[config.mk]
export PLATFORM = sky130hd
export DESIGN_NAME = move_scheduler
export DESIGN_NICKNAME = d
export VERILOG_FILES = /design/src/rtl/tetris_pkg.sv /design/src/rtl/move_scheduler_timer.sv /design/src/rtl/move_scheduler.sv
export SDC_FILE = /design/constraint.sdc
export NUM_CORES = 1
export LEC_CHECK = 0
export ABC_AREA = 1
export CAP_MARGIN = 40
export CORE_MARGIN = 5
export CORE_UTILIZATION = 44
export DETAILED_ROUTE_END_ITERATION = 10
export SLEW_MARGIN = 20
export SYNTH_ARGS = -nofsm -noshare
export SYNTH_HDL_FRONTEND = slang
export SYNTH_HIERARCHICAL = 1
export SYNTH_SLANG_ARGS = --single-unit
export TNS_END_PERCENT = 100
[constraint.sdc]
create_clock -name clk -period 5.1 [get_ports clk]
set_input_delay 0.765 -clock clk [delete_from_list [all_inputs] [get_ports clk]]
set_output_delay 0.765 -clock clk [all_outputs]
set_load 0.03 [all_outputs]
[src/rtl/tetris_pkg.sv]
// Shared types and default timing constants for the playfield
// movement logic.
package tetris_pkg;

  typedef enum logic [2:0] {
    CMD_NONE  = 3'd0,
    CMD_LEFT  = 3'd1,
    CMD_RIGHT = 3'd2,
    CMD_ROT   = 3'd3,
    CMD_DOWN  = 3'd4
  } move_cmd_t;

  typedef enum logic [1:0] {
    S_IDLE  = 2'd0,
    S_OFFER = 2'd1,
    S_WAIT  = 2'd2,
    S_LOCK  = 2'd3
  } sched_state_t;

  localparam int GRAV_BASE_DEF    = 42_500_000;
  localparam int GRAV_STEP_DEF    = 2_500_000;
  localparam int GRAV_MIN_DEF     = 5_000_000;
  localparam int SOFT_PERIOD_DEF  = 2_500_000;
  localparam int HORIZ_PERIOD_DEF = 2_500_000;

endpackage

[src/rtl/move_scheduler_timer.sv]
// Free-running period timer; expire pulses when the count reaches
// period-1, or overshoots it after a period shrink.
module period_timer #(
  parameter int CNT_W = 26
) (
  input  logic             clk,
  input  logic             rst,
  input  logic             en,
  input  logic [CNT_W-1:0] period,
  input  logic             clr,
  output logic             expire
);

  logic [CNT_W-1:0] cnt;
  logic             hit;

  assign hit    = cnt >= (period - CNT_W'(1));
  assign expire = en & hit & ~clr;

  always_ff @(posedge clk or negedge rst) begin
    if (!rst) begin
      cnt <= '0;
    end else if (clr) begin
      cnt <= '0;
    end else if (en) begin
      cnt <= hit ? '0 : cnt + CNT_W'(1);
    end
  end

endmodule

[src/rtl/move_scheduler.sv]
// Gravity / auto-repeat timing and arbitration of piece moves onto
// the shared collision-checking move engine.
module move_scheduler
  import tetris_pkg::*;
#(
  parameter int GRAV_BASE    = GRAV_BASE_DEF,
  parameter int GRAV_STEP    = GRAV_STEP_DEF,
  parameter int GRAV_MIN     = GRAV_MIN_DEF,
  parameter int SOFT_PERIOD  = SOFT_PERIOD_DEF,
  parameter int HORIZ_PERIOD = HORIZ_PERIOD_DEF,
  parameter int CNT_W        = 26,
  parameter int LEVEL_W      = 4
) (
  input  logic               clk,
  input  logic               rst,
  input  logic               run,
  input  logic [LEVEL_W-1:0] level,
  input  logic               btn_left,
  input  logic               btn_right,
  input  logic               btn_rotate,
  input  logic               btn_down,
  input  logic               btn_drop,
  output logic               mv_valid,
  output logic [2:0]         mv_cmd,
  input  logic               mv_ready,
  input  logic               mv_done,
  input  logic               mv_blocked,
  output logic               lock_req,
  output logic               busy
);

  localparam int PW = CNT_W + LEVEL_W;

  sched_state_t     state;
  move_cmd_t        cmd_q;
  logic             drop_mode;
  logic             grav_pend, hz_pend, rot_pend, drop_pend;
  logic             hz_dir;
  logic             rot_q, drop_q;

  logic [PW-1:0]    dec, per_w;
  logic [CNT_W-1:0] grav_per;
  logic             g_exp, h_exp;
  logic             rot_rise, drop_rise, hz_set;
  logic             xfer, in_lock;
  logic             clr_grav, clr_drop, clr_rot, clr_hz;

  // Clamp before subtracting so high levels never wrap.
  always_comb begin
    dec   = PW'(level) * PW'(GRAV_STEP);
    per_w = PW'(GRAV_MIN);
    if (dec + PW'(GRAV_MIN) < PW'(GRAV_BASE))
      per_w = PW'(GRAV_BASE) - dec;
    if (btn_down && per_w > PW'(SOFT_PERIOD))
      per_w = PW'(SOFT_PERIOD);
  end

  assign grav_per = CNT_W'(per_w);
  assign in_lock  = (state == S_LOCK);

  period_timer #(.CNT_W(CNT_W)) u_grav (
    .clk    (clk),
    .rst    (rst),
    .en     (run),
    .period (grav_per),
    .clr    (in_lock),
    .expire (g_exp)
  );

  period_timer #(.CNT_W(CNT_W)) u_horiz (
    .clk    (clk),
    .rst    (rst),
    .en     (run),
    .period (CNT_W'(HORIZ_PERIOD)),
    .clr    (1'b0),
    .expire (h_exp)
  );

  assign rot_rise  = run & btn_rotate & ~rot_q;
  assign drop_rise = run & btn_drop & ~drop_q;
  assign hz_set    = h_exp & (btn_left ^ btn_right);
  assign xfer      = (state == S_OFFER) & mv_ready;

  assign clr_grav = in_lock |
                    (xfer & (cmd_q == CMD_DOWN) & ~drop_mode);
  assign clr_drop = xfer & (cmd_q == CMD_DOWN) & drop_mode;
  assign clr_rot  = xfer & (cmd_q == CMD_ROT);
  assign clr_hz   = xfer &
                    ((cmd_q == CMD_LEFT) | (cmd_q == CMD_RIGHT));

  always_ff @(posedge clk or negedge rst) begin
    if (!rst) begin
      rot_q     <= 1'b0;
      drop_q    <= 1'b0;
      grav_pend <= 1'b0;
      hz_pend   <= 1'b0;
      hz_dir    <= 1'b0;
      rot_pend  <= 1'b0;
      drop_pend <= 1'b0;
    end else begin
      rot_q     <= btn_rotate;
      drop_q    <= btn_drop;
      grav_pend <= g_exp | (grav_pend & ~clr_grav);
      drop_pend <= drop_rise | (drop_pend & ~clr_drop);
      rot_pend  <= rot_rise | (rot_pend & ~clr_rot);
      hz_pend   <= hz_set | (hz_pend & ~clr_hz);
      if (hz_set)
        hz_dir <= btn_right;
    end
  end

  always_ff @(posedge clk or negedge rst) begin
    if (!rst) begin
      state     <= S_IDLE;
      cmd_q     <= CMD_NONE;
      drop_mode <= 1'b0;
    end else begin
      case (state)
        S_IDLE: begin
          if (run) begin
            priority case (1'b1)
              drop_pend: begin
                cmd_q     <= CMD_DOWN;
                drop_mode <= 1'b1;
                state     <= S_OFFER;
              end
              grav_pend: begin
                cmd_q <= CMD_DOWN;
                state <= S_OFFER;
              end
              rot_pend: begin
                cmd_q <= CMD_ROT;
                state <= S_OFFER;
              end
              hz_pend: begin
                cmd_q <= hz_dir ? CMD_RIGHT : CMD_LEFT;
                state <= S_OFFER;
              end
              default: ;
            endcase
          end
        end
        S_OFFER: begin
          if (mv_ready)
            state <= S_WAIT;
        end
        S_WAIT: begin
          if (mv_done) begin
            if (cmd_q == CMD_DOWN && mv_blocked)
              state <= S_LOCK;
            else if (cmd_q == CMD_DOWN && drop_mode)
              state <= S_OFFER;
            else
              state <= S_IDLE;
          end
        end
        S_LOCK: begin
          drop_mode <= 1'b0;
          state     <= S_IDLE;
        end
        default: state <= S_IDLE;
      endcase
    end
  end

  assign mv_valid = (state == S_OFFER);
  assign mv_cmd   = mv_valid ? cmd_q : CMD_NONE;
  assign lock_req = in_lock;
  assign busy     = (state != S_IDLE);

endmodule
# [Yosys cells after proc, flatten, opt, wreduce, memory -nomap -nowiden]
# Cells that the tools add are included.
[totals] regBits=65 input_bits=15 out_inout_bits=6 wordCells=103
[classes] add_sub_neg=5 multipliers=1 magnitude_cmp=4 n_eq_ne=12 muxes=25 bitwise=33 n_reduce_logical=11
[ops] operator="26-bit two-way mux" n=5
[ops] operator="26-bit by 1-bit adder with 26-bit output (second input constant)" n=2
[ops] operator="30-bit by 22-bit > comparator with 1-bit output (second input constant)" n=1
[ops] operator="30-bit two-way mux" n=1
[ops] operator="26-bit by 23-bit adder with 27-bit output (second input constant)" n=1
[ops] operator="27-bit by 26-bit less-than comparator with 1-bit output (second input constant)" n=1
[ops] operator="26-bit by 26-bit subtractor with 27-bit output (first input constant)" n=1
[ops] operator="26-bit by 22-bit greater-or-equal comparator with 1-bit output (second input constant)" n=1
[ops] operator="26-bit greater-or-equal comparator" n=1
[ops] operator="26-bit by 1-bit subtractor with 26-bit output (second input constant)" n=1
[ops] operator="4-bit by 17-bit multiplier with 21-bit output (second input constant)" n=1
[ops] operator="1-bit bitwise AND" n=18
[ops] operator="2-bit two-way mux" n=9
[ops] operator="3-bit two-way mux" n=5
[ops] operator="1-bit inverter" n=8
[ops] operator="2-bit case mux with 4 select lines" n=1
[ops] operator="3-bit by 2-bit == test with 1-bit output (second input constant)" n=2
[ops] operator="2-bit != test (second input constant)" n=3
[ops] operator="1-bit bitwise OR" n=6
[ops] operator="3-bit AND reduction" n=2
[ops] operator="2-bit nonzero test" n=3
[ops] operator="5-bit != test (second input constant)" n=1
[ops] operator="2-bit == test (second input constant)" n=2
[ops] operator="4-bit AND reduction" n=1
[ops] operator="10 further kinds" n=14

# [Logic depth before layout (Yosys ltp)]
# Gate-level depths: netlist of run 1.
[logic_depth] depth_word=12 mapped_depth=49 depth_no_buf=46

# [Modules after synthesis]
# Netlist of run 1, hierarchy kept.
[modules_own_cells] mod="period_timer" n_inst=2 cells_per_inst=504 area_each_um2=3061.7 seq_area_each_um2=650.6
[modules_own_cells] mod="move_scheduler" n_inst=1 cells_per_inst=460 area_each_um2=2683.8 seq_area_each_um2=325.3

# [Worst setup path after synthesis of run 1]
# Ideal clock, no wire load.
[synth_path] path_type="input -> register" from="input port level[2]" to="register u_grav.cnt[7]" setup_time_ns=0.116 arrival_ns=5.970 required_time_ns=4.984 slack_ns=-0.986 stages=39 n_path_buf=4 cell_sequence="buf_2 -> inv_1 -> ha_1 -> fa_1 -> inv_1 -> ha_1 -> inv_1 -> nand2_1 -> nand3_2 -> nand2_2 -> nand3_2 -> nand2_4 -> xor2_4 -> nand2_4 -> a21oi_2 -> o21ai_1 -> or3_1 -> buf_2 -> [... 3 more ...] -> nor2_1 -> nand2_1 -> nor2_2 -> nand3b_2 -> nor2_4 -> nand3_1 -> xor2_1 -> ha_1 -> nand2_1 -> nor2_1 -> nand2_1 -> clkinv_1 -> nand3b_1 -> nor2_2 -> nor2_4 -> buf_6 -> nand2_1 -> nand2_1"
[synth_via] elab_chain_len=12 elab_cells_between_ends=13 cone_classes="add/sub: 3; mul: 1; order compare: 3; mux: 5; reduce/logical: 1"
[synth_lines] item="start: declaration" line="move_scheduler.sv:17" rtl="input logic [LEVEL_W-1:0] level,"
[synth_lines] item="4-bit by 17-bit multiplier with 21-bit output *" line="move_scheduler.sv:50" rtl="dec = PW'(level) * PW'(GRAV_STEP);"
[synth_lines] item="26-bit by 23-bit adder with 27-bit output" line="move_scheduler.sv:52" rtl="if (dec + PW'(GRAV_MIN) < PW'(GRAV_BASE))"
[synth_lines] item="27-bit by 26-bit less-than comparator with 1-bit output" line="move_scheduler.sv:52"
[synth_lines] item="30-bit two-way mux *" line="move_scheduler.sv:52"
[synth_lines] item="30-bit by 22-bit > comparator with 1-bit output" line="move_scheduler.sv:54" rtl="if (btn_down && per_w > PW'(SOFT_PERIOD))"
[synth_lines] item="1-bit logical AND" line="move_scheduler.sv:54"
[synth_lines] item="26-bit two-way mux *" line="move_scheduler.sv:54"
[synth_lines] item="via per_w[5]" line="move_scheduler.sv:41" rtl="logic [PW-1:0] dec, per_w;"
[synth_lines] item="26-bit by 1-bit subtractor with 26-bit output *" line="move_scheduler_timer.sv:17" rtl="assign hit = cnt >= (period - CNT_W'(1));"
[synth_lines] item="26-bit greater-or-equal comparator *" line="move_scheduler_timer.sv:17"
[synth_lines] item="26-bit two-way mux *" line="move_scheduler_timer.sv:26" rtl="cnt <= hit ? '0 : cnt + CNT_W'(1);"
[synth_lines] item="26-bit two-way mux *" line="move_scheduler_timer.sv:25" rtl="end else if (en) begin"
[synth_lines] item="26-bit two-way mux *" line="move_scheduler_timer.sv:23" rtl="end else if (clr) begin"
[synth_lines] item="end signal: assignment" line="move_scheduler_timer.sv:26"
[synth_lines] item="end: declaration" line="move_scheduler_timer.sv:14" rtl="logic [CNT_W-1:0] cnt;"
# Mark *: on every way through the listed nets, which the timed path passes. The rest lies on a longest branch. The select of a mux whose other input is x is not followed.
# A chain may end at the register's enable or synchronous reset.

# [Worst setup path in the final report of run 1]
[layout_path] from="input port level[3]" to="register grav_pend"
[layout_via] elab_chain_len=12 elab_cells_between_ends=13 cone_classes="add/sub: 3; mul: 1; order compare: 3; mux: 2; bitwise: 3; reduce/logical: 1"
[layout_lines] item="4-bit by 17-bit multiplier with 21-bit output *" line="move_scheduler.sv:50"
[layout_lines] item="26-bit by 23-bit adder with 27-bit output" line="move_scheduler.sv:52"
[layout_lines] item="27-bit by 26-bit less-than comparator with 1-bit output" line="move_scheduler.sv:52"
[layout_lines] item="30-bit two-way mux *" line="move_scheduler.sv:52"
[layout_lines] item="30-bit by 22-bit > comparator with 1-bit output" line="move_scheduler.sv:54"
[layout_lines] item="1-bit logical AND" line="move_scheduler.sv:54"
[layout_lines] item="26-bit two-way mux *" line="move_scheduler.sv:54"
[layout_lines] item="via per_w[9]" line="move_scheduler.sv:41"
[layout_lines] item="26-bit by 1-bit subtractor with 26-bit output *" line="move_scheduler_timer.sv:17"
[layout_lines] item="26-bit greater-or-equal comparator *" line="move_scheduler_timer.sv:17"
[layout_lines] item="1-bit bitwise AND * (2 in series)" line="move_scheduler_timer.sv:18" rtl="assign expire = en & hit & ~clr;"
[layout_lines] item="via g_exp" line="move_scheduler.sv:43" rtl="logic g_exp, h_exp;"
[layout_lines] item="1-bit bitwise OR *" line="move_scheduler.sv:103" rtl="grav_pend <= g_exp | (grav_pend & ~clr_grav);"
[layout_lines] item="end signal: assignment" line="move_scheduler.sv:103"
[layout_lines] item="end: declaration" line="move_scheduler.sv:37" rtl="logic grav_pend, hz_pend, rot_pend, drop_pend;"
# Mark *: on every way through the listed nets, which the timed path passes. The rest lies on a longest branch.

==> run_results.csv, run 1 <==
group,metric,value,unit
clock_tree,clk_pin_slew,0.06,ns
power_and_ir_drop,swShare,41.4,%
run_status,status,"finished, violations left",
synthesis,synth_top_cells_by_area,"nand2_1 (23%), dfrtp_1 (18%), ha_1 (12%), nor2_1 (9.6%), inv_1 (8.5%)",
setup_path,endpoint_kind,"flip-flop",
drt,antenna_left,0,
clock_tree,cts_htree_levels,3,
drt,routedWlPerCell,11.3,um
run,max-cap-violations,0,
place,port_buffers,20,
synthesis,yosysWarnings,6,
synthesis,ys_seq_area_share,18.5,%
layout,drive_gt1_share,21.8,%
power_and_ir_drop,internal-power,1.69,mW
drt,finalWirelength,22700,um
global_route,overflow,0,
power_and_ir_drop,combPwrFrac,52.7,%
timing,finalCriticalPeriod,5.84,ns
timing,worst_slew_pin_slew,0.623,ns
timing,hold_violations,0,
floorplanning,die-width,151,um
power_and_ir_drop,seq_power_share,23.5,%
setup_path,crit_arrival,6.11,ns
floorplanning,start_util,45.0,%
timing,max_freq,171,MHz
layout,nFillCells,1946,
setup_path,crit_top_cell,"nand2_1",
timing,slew_violations,0,
setup_path,crit_fanout,5,
synthesis,yosysUniqueCellTypes,41,
global_route,grt_pass1_vias,8736,
power_and_ir_drop,p_per_area,245,mW/mm2
drt,viasPerCell,4.59,
place,place_inst,1954,
setup_path,crit_family,"simple AND/OR/NAND/NOR gates",
timing,finalClockSkew,0.00646,ns
layout,multi_input_area,0.00726,mm2
synthesis,synth_edf_count,0,
floorplanning,num_rows,51,
floorplanning,dieArea,0.0229,mm2
timing,setup_slack,-0.743,ns
layout,seq_area,0.00163,mm2
synthesis,synth-seq-cells,65,
power_and_ir_drop,peakVddDrop,219,uV
setup_path,critPathBufInv,10,
synthesis,synth_ff_type,"dfrtp_1",
synthesis,synthMuxAreaShare,0,%
timing,rsz0062_at_grt,"true",
synthesis,ys_async_sr_fraction,100,%
synthesis,synthSimpleGateAreaFrac,45.7,%
synthesis,synthAdderAreaFrac,12.0,%
clock_tree,ctsLongestPathBuffers,2,
floorplanning,pin_count,21,
timing,finalSetupTns,-19.63,ns
floorplanning,die_h,151,um
synthesis,synth_top_cell_area_share,22.5,%
place,dpl.hpwl,17600,um
setup_path,critPathRequiredTime,5.37,ns
synthesis,yosys.area.top_type,"nand2_1",
clock_tree,cts.sinks,65,
place,routabilityCongestion,0.862,
global_route,track_usage,20.4,%
synthesis,syn_area,0.00881,mm2
setup_path,critPathMaxStageDelay,0.49,ns
timing,finalCritPeriodShare,115,%
timing,slew_headroom,58.4,%
clock_tree,holdBufCountCts,0,
synthesis,synth_xor_area_share,9.05,%
layout,fin_cells,1997,
drt,drt-initial-drc-count,382,
global_route,grt_antenna_before_repair,0,
synthesis,syn_area_per_cell,6.00,um2
layout,syn2layout_area_growth,33.9,%
synthesis,synthCells,1468,
drt,drc,0,
setup_path,cp_slowest_cell,"fa_1",
clock_tree,cts_tree,"built",
power_and_ir_drop,leakagePower,6.17,nW
setup_path,start_kind,"input port",
timing,setup_violations,27,
setup_path,setup.worst_path.class,"in2reg",
power_and_ir_drop,p_switching,1.20,mW
clock_tree,cts_root_buf,"clkbuf_16",
global_route,grt_pass1_wl,38700,um
synthesis,synth_top_family_by_area,"simple AND/OR/NAND/NOR gates",
layout,antenna_cells,0,
drt,first_pass_iters,5,
min_path,hp-class,"in2async",
floorplanning,core,0.0196,mm2
power_and_ir_drop,clock_power_share,23.8,%
clock_tree,insertion_delay,0.34,ns
layout,nets,1825,
clock_tree,cts_inserted_buffers,9,
run_status,violations,"setup timing",
global_route,grt_max_degree,31,
synthesis,synth-compound-area-share,4.77,%
drt,vias,9170,
state kept, by name (all words and copies together), names as in the netlist:
register,cells
cmd_q,3
drop_mode,1
drop_pend,1
drop_q,1
grav_pend,1
hz_dir,1
hz_pend,1
rot_pend,1
rot_q,1
state,2
u_grav/cnt,26
u_horiz/cnt,26
logic make-up (layout without fill, tap and decap cells):
family / Yosys count / count (layout)
other: 2 / 89
buffers and inverters: 220 / 396
flip-flops: 65 / 65
XOR/XNOR: 88 / 88
AO/OA/AOI/OAI: 72 / 72
adder cells (fa/ha/maj): 83 / 83
AND/OR/NAND/NOR: 938 / 939
area by class of cell:
| cell class | instances | area share [%] |
|---|---|---|
| Multi-Input combinational cell | 1271 | 61.6 |
| Sequential cell | 65 | 13.8 |
| Inverter | 204 | 6.61 |
| Tap cell | 265 | 2.81 |
| Timing Repair Buffer | 176 | 12.4 |
| Clock buffer | 9 | 1.91 |
| Clock inverter | 7 | 0.881 |
worst paths after layout:
| check | start | end | slack [ns] | depth (start not counted) |
|---|---|---|---|---|
| setup / recovery | level[3] | grav_pend | -0.74 | 44 |
| hold / removal | rst | u_grav/cnt[1] | 0.30 | 1 |
| setup reg to reg | u_horiz/cnt[16] | hz_dir | 2.50 | 13 |
| hold reg to reg | drop_q | drop_pend | 0.43 | 1 |
| max in group asynchronous | rst | u_horiz/cnt[22] | 3.93 | 3 |
| min in group clk | drop_q | drop_pend | 0.43 | 1 |
power by group through the flow:
stage | combinational [mW] | sequential [mW] | clock, mW
after floorplan | 0.842 | 0.655 | 0
after global placement | 1.24 | 0.684 | 0
after detailed placement | 1.25 | 0.685 | 0
after CTS | 1.40 | 0.677 | 0.701
after global routing | 1.70 | 0.690 | 0.721
final | 1.52 | 0.679 | 0.688
routing by layer:
metal	GRT usage, %	share of wire (%)	wire, um	up-vias
li1	-	-	-	4964
met4	4.49	1.2	278	0
met1	26.3	47	10700	4061
met3	1.84	2.7	609	28
met5	0	0	0	-
met2	36.8	49	11000	117
cells in the final DEF (no fill, tap or decap), types with 16 or more instances in the layout:
cell and instances:
ha_1 70, conb_1 89, nor2_2 23, nor2_4 29, nand3_1 62, xor2_1 49, inv_1 189, buf_6 16
dfrtp_1 65, buf_4 138, nand2_1 476, nand3_2 26, o21ai_0 18, nor2_1 211, a21oi_1 22, nand2_2 61
xnor2_1 33
worst register-to-register path: stages (launching register included):
cell,delay [ns]
dfrtp_1,0.49
ha_1,0.33
nand2_1,0.07
nor2_1,0.29
nand3_1,0.11
nor2_1,0.21
nand2_1,0.07
nand3_1,0.15
o21ai_0,0.22
inv_1,0.10
a21boi_0,0.23
nand2_1,0.10
nand2_1,0.07
nand2_1,0.04
synth_stat cells (4+ instances only):
cell	number
a21o_1	4
a21oi_1	27
a31oi_1	4
buf_2	5
buf_6	6
clkbuf_1	5
clkinv_1	4
dfrtp_1	65
ha_1	81
inv_1	200
nand2_1	528
nand2_2	16
nand3_1	82
nand3_2	11
nand3b_1	6
nand4_1	13
nor2_1	226
nor2_2	17
nor2_4	19
nor3_1	14
o21ai_0	19
o21bai_1	4
xnor2_1	34
xor2_1	52
per-stage QoR:
stage                     util [%]  worst slack, ns  hold WS (ns)  instance area (um2)  total power, mW
after floorplan                  -           -0.618         0.410                 9240             1.50
after global placement        54.2            -1.78         0.412                10600             1.92
after detailed placement      54.3            -1.85         0.437                10600             1.94
after CTS                     58.0           -0.761         0.297                11400             2.78
after global routing          60.2            -1.12         0.306                11800             3.11
final                         60.2           -0.743         0.297                11800             2.89
timing repair:
action / in CTS / in global routing
resized for setup: 80 / 95
gates cloned: 1 / 0
setup endpoints to repair: 27 / 27
pin swaps: 46 / 59
buffers inserted: 20 / 7
(Power assumes the default switching activity.)
==> run 2: changes to the inputs <==
PLACE_DENSITY_LB_ADDON = 0.1   (was unset)
==> run 2 against run 1 <==
Critical path type unchanged. Wire length increased by 0.27%. Clock-buffer cell count unchanged. Critical endpoint is now u_grav/cnt[15]. The run still ends with setup timing left. Global-route usage decreased by 0.42 points.
==> run_results.csv, run 2 (synthesis results as in run 1) <==
group,metric,value,unit
setup_path,start_kind,"input port",
setup_path,crit_arrival,6.12,ns
power_and_ir_drop,combPwrFrac,56.2,%
layout,nFillCells,1935,
place,routabilityCongestion,0.843,
power_and_ir_drop,internal-power,1.62,mW
drt,first_pass_iters,5,
setup_path,cp.depth,46,
floorplanning,die-width,151,um
timing,setup_violations,27,
clock_tree,cts_root_buf,"clkbuf_16",
layout,seq_area,0.00163,mm2
floorplanning,dieArea,0.0229,mm2
drt,drc,0,
power_and_ir_drop,clock_power_share,19.9,%
setup_path,crit_family,"simple AND/OR/NAND/NOR gates",
layout,syn2layout_area_growth,35.0,%
floorplanning,core,0.0196,mm2
place,dp_slack,-1.92,ns
run_status,status,"finished, violations left",
power_and_ir_drop,peakVddDrop,169,uV
timing,finalClockSkew,0.00543,ns
clock_tree,insertion_delay,0.33,ns
setup_path,critPathBufInv,11,
floorplanning,pin_count,21,
setup_path,r2r_cells,13,
drt,routedWlPerCell,11.4,um
setup_path,critPathMaxStageDelay,0.51,ns
clock_tree,clk_pin_slew,0.06,ns
clock_tree,cts_tree,"built",
setup_path,r2r-end,"hz_dir",
floorplanning,die_h,151,um
power_and_ir_drop,p_per_area,239,mW/mm2
timing,slew_headroom,56.8,%
floorplanning,num_rows,51,
setup_path,rrSetupSlack,2.48,ns
setup_path,setup.worst_path.class,"in2reg",
timing,finalCritPeriodShare,115,%
layout,mostFrequentLayoutCell,"nand2_1",
power_and_ir_drop,p_switching,1.22,mW
power_and_ir_drop,seq_power_share,23.9,%
power_and_ir_drop,swShare,42.9,%
timing,max_freq,171,MHz
floorplanning,start_util,45.0,%
drt,finalWirelength,22700,um
place,dpl.hpwl,17600,um
global_route,grt_pass1_wl,37700,um
place,port_buffers,20,
setup_path,critPathCapture,"u_grav/cnt[15]",
global_route,grt_max_degree,55,
place,placed_cell_area,0.0106,mm2
drt,antenna_left,0,
drt,viasPerCell,4.56,
layout,final_area,0.0119,mm2
layout,drive_gt1_share,24.0,%
run_status,violations,"setup timing",
layout,multi_input_area,0.00741,mm2
timing,finalSetupTns,-18.27,ns
layout,final_cell_mix,"nand2_1 (455), nor2_1 (199), inv_1 (185)",
clock_tree,cts_htree_levels,3,
power_and_ir_drop,leakagePower,6.19,nW
setup_path,crit_top_cell,"nand2_1",
timing,holdWs,0.354,ns
setup_path,critPathLaunch,"level[3]",
clock_tree,cts.sinks,65,
timing,rsz0062_at_grt,"true",
global_route,overflow,0,
clock_tree,ctsLongestPathBuffers,2,
drt,vias,9102,
setup_path,cp_slowest_cell,"fa_1",
drt,drt-initial-drc-count,302,
global_route,grt_antenna_before_repair,0,
timing,finalCriticalPeriod,5.85,ns
min_path,hp-class,"in2async",
timing,worst_slew_pin_slew,0.646,ns
layout,nets,1826,
layout,antenna_cells,0,
global_route,track_usage,20.0,%
setup_path,endpoint_kind,"flip-flop",
global_route,grt_pass1_vias,8330,
timing,setup_slack,-0.749,ns
timing,hold_violations,0,
setup_path,crit_fanout,6,
clock_tree,cts_inserted_buffers,9,
setup_path,critPathRequiredTime,5.37,ns
setup_path,r2r-start,"u_horiz/cnt[16]",
clock_tree,holdBufCountCts,0,
run,max-cap-violations,0,
timing,slew_violations,0,
layout,reg.largest.list,"u_grav/cnt x26, u_horiz/cnt x26, cmd_q x3",
## run 2: cell types whose count changed in the layout (fill, tap and decap cells not counted), moves of 5 or more
cell,change
nand2_1,-21
nand2_2,+16
nor2_1,-12
buf_4,+8
buf_6,-8
nor2_4,+8
nand2_4,+6
nand3_2,-5
## run 2: how the worst min path moves through the flow
stage               endpoint   start  depth (start not counted)
2_1_floorplan      drop_pend  drop_q                          1
3_3_place_gp       drop_pend  drop_q                          1
3_5_place_dp       drop_pend  drop_q                          1
4_1_cts        u_grav/cnt[5]     rst                          2
5_1_grt        u_grav/cnt[5]     rst                          2
6_report       u_grav/cnt[5]     rst                          2
## run 2: repair_timing
item	4_1_cts	5_1_grt
setup buffers	19	9
gates resized for setup	97	124
gates cloned	1	1
setup endpoints to repair	27	27
pin swaps	37	38
## run 2: power groups by stage
stage	registers [mW]	clock network, mW	logic (mW)
final	0.680	0.566	1.60
after global routing	0.691	0.599	1.78
after CTS	0.678	0.576	1.42
after detailed placement	0.686	0	1.26
after global placement	0.685	0	1.24
after floorplan	0.655	0	0.842
## run 2: cell type report
class | count | area share [%]
Inverter | 204 | 6.54
Timing Repair Buffer | 177 | 12.4
Sequential cell | 65 | 13.7
Clock buffer | 9 | 1.89
Tap cell | 265 | 2.79
Multi-Input combinational cell | 1271 | 62.3
Clock inverter | 7 | 0.389
## run 2: metrics by stage
step / total power [mW] / cells / util (%)
floorplan: 1.50 / 1555 / -
global placement: 1.92 / 1953 / 54.2
detailed placement: 1.94 / 1954 / 54.3
CTS: 2.67 / 1989 / 58.0
global route: 3.07 / 1998 / 60.7
finish: 2.84 / 1998 / 60.7
## run 2: layer usage
layer  global-route usage [%]  wire length, um
met1                     26.7            10800
met2                     34.4            10800
met3                     1.87              643
met4                     5.39              457
met5                        0                0
